--- src/rtl/quad_decoder_counter.sv ---
// quad_decoder_counter
//   Quadrature decoder with an x4 up/down position counter. Each encoder
//   phase passes through a two-flop synchronizer and, when the macro
//   QDEC_GLITCH_FILTER_EN is defined, a per-phase stability filter. The
//   accepted phase pair is compared every cycle with the pair from the
//   previous cycle to step the counter or to flag an illegal jump.
//
// Parameters
//   WIDTH       position counter width
//   FILTER_LEN  cycles a new synchronized level must persist before it is
//               accepted (1..15). Used only with QDEC_GLITCH_FILTER_EN.
//
// Ports
//   clk     rising-edge clock
//   reset   synchronous active-high reset, clears all state
//   enable  1 = counting allowed, 0 = count/dir frozen (err still tracks)
//   clear   synchronous: count <= 0, err <= 0
//   qa, qb  encoder phases, asynchronous to clk
//   count   position count (wraps modulo 2^WIDTH)
//   dir     direction of last accepted step, 1 = up
//   step    one-cycle pulse per accepted count change
//   err     sticky, set when both phases change in the same cycle
module quad_decoder_counter #(
  parameter int WIDTH      = 4,
  parameter int FILTER_LEN = 3
) (
  input  logic             clk,
  input  logic             reset,
  input  logic             enable,
  input  logic             clear,
  input  logic             qa,
  input  logic             qb,
  output logic [WIDTH-1:0] count,
  output logic             dir,
  output logic             step,
  output logic             err
);

  if (FILTER_LEN < 1 || FILTER_LEN > 15) begin : g_bad_filter_len
    $error("quad_decoder_counter: FILTER_LEN must be in 1..15");
  end

  // Phase pairs are packed {A,B}.
  logic [1:0] s1, s2, ph, prev;

  always_ff @(posedge clk) begin
    if (reset) begin
      s1 <= 2'b00;
      s2 <= 2'b00;
    end else begin
      s1 <= {qa, qb};
      s2 <= s1;
    end
  end

`ifdef QDEC_GLITCH_FILTER_EN
  // Each phase counts cycles for which s2 disagrees with the accepted level;
  // any return to the accepted level restarts the count, so pulses shorter
  // than FILTER_LEN cycles never reach the decoder.
  logic [1:0]      ph_q;
  logic [1:0][3:0] flt_cnt;

  for (genvar g = 0; g < 2; g++) begin : g_filter
    always_ff @(posedge clk) begin
      if (reset) begin
        ph_q[g]    <= 1'b0;
        flt_cnt[g] <= 4'd0;
      end else if (s2[g] == ph_q[g]) begin
        flt_cnt[g] <= 4'd0;
      end else if (flt_cnt[g] == 4'(FILTER_LEN - 1)) begin
        ph_q[g]    <= s2[g];
        flt_cnt[g] <= 4'd0;
      end else begin
        flt_cnt[g] <= flt_cnt[g] + 4'd1;
      end
    end
  end

  assign ph = ph_q;
  // Reset leaves the pipeline at 00 while the pins may sit anywhere; hold
  // decoding off until the pins' levels have propagated through s1, s2 and
  // the filter into prev, so the fill can never look like a transition.
  localparam int PRIME = 3 + FILTER_LEN;
`else
  assign ph = s2;
  localparam int PRIME = 3;
`endif

  // Map the Gray sequence 00,10,11,01 onto positions 0..3; the modulo-4
  // difference of positions is then 1 for up, 3 for down, 2 for illegal.
  function automatic logic [1:0] gray_pos(input logic [1:0] p);
    return {p[0], p[1] ^ p[0]};
  endfunction

  logic [1:0] delta;
  logic [4:0] prime;
  logic       primed;

  assign delta  = gray_pos(ph) - gray_pos(prev);
  assign primed = (prime == 5'(PRIME));

  always_ff @(posedge clk) begin
    if (reset) begin
      count <= '0;
      dir   <= 1'b0;
      step  <= 1'b0;
      err   <= 1'b0;
      prev  <= 2'b00;
      prime <= 5'd0;
    end else begin
      // prev follows ph unconditionally so a clear, a disabled period or
      // the priming window consumes the transition instead of deferring it.
      prev <= ph;
      step <= 1'b0;
      if (!primed) prime <= prime + 5'd1;

      if (clear) begin
        count <= '0;
        err   <= 1'b0;
      end else if (primed) begin
        case (delta)
          2'd1: if (enable) begin
            count <= count + 1'b1;
            dir   <= 1'b1;
            step  <= 1'b1;
          end
          2'd3: if (enable) begin
            count <= count - 1'b1;
            dir   <= 1'b0;
            step  <= 1'b1;
          end
          2'd2:    err <= 1'b1;
          default: ;
        endcase
      end
    end
  end

endmodule

--- config.mk ---
export PLATFORM = sky130hd
export DESIGN_NAME = quad_decoder_counter
export DESIGN_NICKNAME = d
export VERILOG_FILES = /design/src/rtl/quad_decoder_counter.sv
export SDC_FILE = /design/constraint.sdc
export NUM_CORES = 1
export LEC_CHECK = 0
export CAP_MARGIN = 30
export CORE_MARGIN = 5
export CORE_UTILIZATION = 25
export CTS_CLUSTER_DIAMETER = 60
export CTS_CLUSTER_SIZE = 12
export DETAILED_ROUTE_END_ITERATION = 10
export HOLD_SLACK_MARGIN = 0.08
export PLACE_DENSITY = 0.49
export SETUP_SLACK_MARGIN = 0.2
export SYNTH_ARGS = -nofsm -noshare
export SYNTH_HDL_FRONTEND = slang
export SYNTH_SLANG_ARGS = --single-unit
--- constraint.sdc ---
create_clock -name clk -period 4.5 [get_ports clk]
set_input_delay 0.9 -clock clk [delete_from_list [all_inputs] [get_ports clk]]
set_output_delay 0.9 -clock clk [all_outputs]
set_load 0.03 [all_outputs]
==> summary.txt <==
Finish
  • Syn-to-layout area delta: 23.26%
  • Diode count: 0
  • Layout Nets: slightly above 100
  • Fillers: roughly 340
  • Fraction of layout instances using a drive strength above 1: approximately 6.7%

Clock network
  • # clock sinks: 18
  • H-tree depth: 1
  • Post-CTS Setup Bufs: 0
  • CTS tree: yes
  • Hold Buf Count CTS: 0
  • CTS root buf: clkbuf_4
  • TritonCTS Buffers: 3
  • Post-cts resize count: 0
  • Clock Tree Buf Depth: 2
  • CTS clk-pin slew, worst paths: 100 ps
  • Worst-skew pair later-pin latency: around 280 ps

Timing
  • Final worst slack: 2078 ps
  • Min Tclk post-route: 2422 ps
  • Hold_ws: between 400 and 500 ps
  • Slew @ Worst Pin: 521.4 ps
  • Max_slew headroom: between 60% and 70%
  • Setup_tns: 0 ps
  • Final Hold Fails: 0
  • RSZ-0062 raised after global routing: no
  • Highest Clock Rate: ~410 MHz
  • Final setup viols: 0
  • Fin crit share: between 50% and 60%
  • Clk_skew: about 5.3 ps
  • Max-slew violation count: 0

Logic synthesis
  • Yosys cell types: 23
  • Cell area after synthesis: between 700 and 800 µm²
  • Cells after Synth: 76
  • Mapped Nets: 85
  • YS warnings: 0
  • Syn_area_per_cell: ~10 µm²
  • Synth Register Bits: 18
  • Register area share after synthesis: about 47%

Setup path
  • Startpoint Class: flop
  • Crit-path cells: xor2_1 -> ha_1 -> xnor3_1 -> nor2_1 -> xor2_1 -> ha_1 -> or4_1 -> a21oi_1 -> mux2i_1
  • Slowest cell on the critical path: or4_1
  • Worst endpoint required time: 4730 ps
  • CP Max Fanout: 5
  • Max stage delay on crit path: 470 ps
  • CP Data Arrival Time: roughly 2700 ps
  • R2R cell count: 9
  • Critical path class: flop to flop
  • Worst Setup End Kind: flop

Global routing
  • Vias in the first global route: between 500 and 600
  • First-pass GRT wire length: roughly 2300 µm
  • GRT overflow: 0
  • Initial antenna violation count: 0
  • Overall Global Routing Usage: 7.204%
  • Largest net degree at the start of global routing: 17

Min path
  • Class of the worst hold path: flop to flop
  • Hold Path Stages: 1

Drt
  • Post-route DRC: 0
  • Drt total wl: about 1400 µm
  • 1st-iter DRT viols: 48
  • First-pass DRT Iterations: 4
  • Total vias in the final route: 569
  • WL/cell: about 11 µm
  • Routed Antenna Nets: 0
  • Via density per instance: 4.626

Placement
  • Dpl ws: 2058 ps
  • RePlAce Congestion: ~0.79
  • Final HPWL DP: a little over 1000 µm
  • I/O Buffers: 12

Die
  • Die Wd: 65.66 µm
  • Starting Density: between 20% and 30%
  • I/O pins: 13
  • Core area: 3003 µm²
  • Die Y: ~66 µm
  • Std-Cell Rows: 20
  • DIE AREA: 4311 µm²

Pwr
  • Tot Pwr: just under 300 µW
  • VDD IR max: roughly 100 µV
  • Pwr Density: around 310 nW/µm²
  • P_leak: 0.3547 nW

Job
  • Max-cap viol count: 0

Run status
  • Outcome: complete, no violations
## cells in the mapped netlist
master	number	area share, %
xnor2_1	4	4.5
clkbuf_1	1	0.48
ha_1	3	4.8
or4_1	1	0.97
mux2i_1	3	3.9
or2_2	1	0.81
o41ai_1	1	1.1
o2111ai_1	1	1.1
nand2_1	3	1.5
xnor3_1	1	2.9
a31oi_1	1	0.81
nand3_1	3	1.9
nor2_1	9	4.4
xor2_1	6	6.8
dfxtp_1	18	47
and3_1	1	0.81
o21ai_0	2	1.3
or3_1	4	3.2
nor3_1	1	0.65
nor2b_1	7	5.7
nand2_2	1	0.81
a21oi_1	3	1.9
nor4b_4	1	3.1
## flip-flops by register name (all words and copies together), names as in the netlist
signal	cells
dir	1
err	1
prime	5
prev	2
step	1
ph	2
s1	2
count	4
## through the flow
stage	utilization [%]	cell area, µm²	cells
6_report	31.79	954.7	123
3_5_place_dp	31.04	932.1	120
3_3_place_gp	31.04	932.1	120
4_1_cts	31.79	954.7	123
2_1_floorplan	-	774.5	76
5_1_grt	31.79	954.7	123
## worst paths after layout
| kind | startpoint | to | slack [ps] |
|---|---|---|---|
| max | prev[0] | count[2] | 2080 |
| min | s1[0] | ph[0] | 450 |
| max reg2reg | prev[0] | count[2] | 2080 |
| min reg2reg | s1[0] | ph[0] | 450 |
## routing by layer
metal / up-vias / GRT usage (%) / routed length [µm]
met1: 262 / 8.212 / 625
met4: 0 / 4.663 / 8
met5: - / 0 / 0
met3: 2 / 2.906 / 96
met2: 13 / 11.01 / 646
li1: 292 / - / -
## cell usage in the layout, fill, tap and decap left out, drive strengths merged
| cell type | instances |
|---|---|
| clkdlybuf4s50 | 12 |
| nand3 | 3 |
| a21oi | 3 |
| ha | 3 |
| dfxtp | 18 |
| nor2b | 7 |
| o21ai | 2 |
| nor4b | 1 |
| xor2 | 6 |
| mux2i | 3 |
| clkbuf | 3 |
| a31oi | 1 |
| or3 | 4 |
| nor2 | 9 |
| nand2 | 4 |
| xnor3 | 1 |
| or2 | 1 |
| o2111ai | 1 |
| nor3 | 1 |
| and3 | 1 |
| xnor2 | 4 |
| o41ai | 1 |
| or4 | 1 |
## worst max-delay path: cells and delay by family, from the launching register on
family	cells	cell delay, ps
simple gates	2	620
mux	1	190
fa+ha+maj	2	400
xor+xnor	3	560
flops	1	410
compound gates	1	190
## report_power, final
group          leakage [nW]  internal, mW  switching [mW]
logic                 0.194        0.0217          0.0201
registers             0.147         0.167         0.00705
clock network        0.0138        0.0311          0.0460
## kinds of logic after synthesis
kind of cell	share of synthesized area (%)
compound gates	6.301
simple gates	23.75
flops	46.53
mux	3.877
buf+inv	0.4842
fa+ha+maj	4.847
xor+xnor	14.22
## area by class of cell
type | instances | area (µm²) | area share, %
clock buffer | 3 | 22.52 | 2.359
sequential | 18 | 360.3 | 37.75
timing repair buffer | 12 | 120.1 | 12.58
multi-input combinational | 57 | 410.4 | 42.99
tap | 33 | 41.29 | 4.325
No activity file was read; power rests on OpenSTA's default activity.
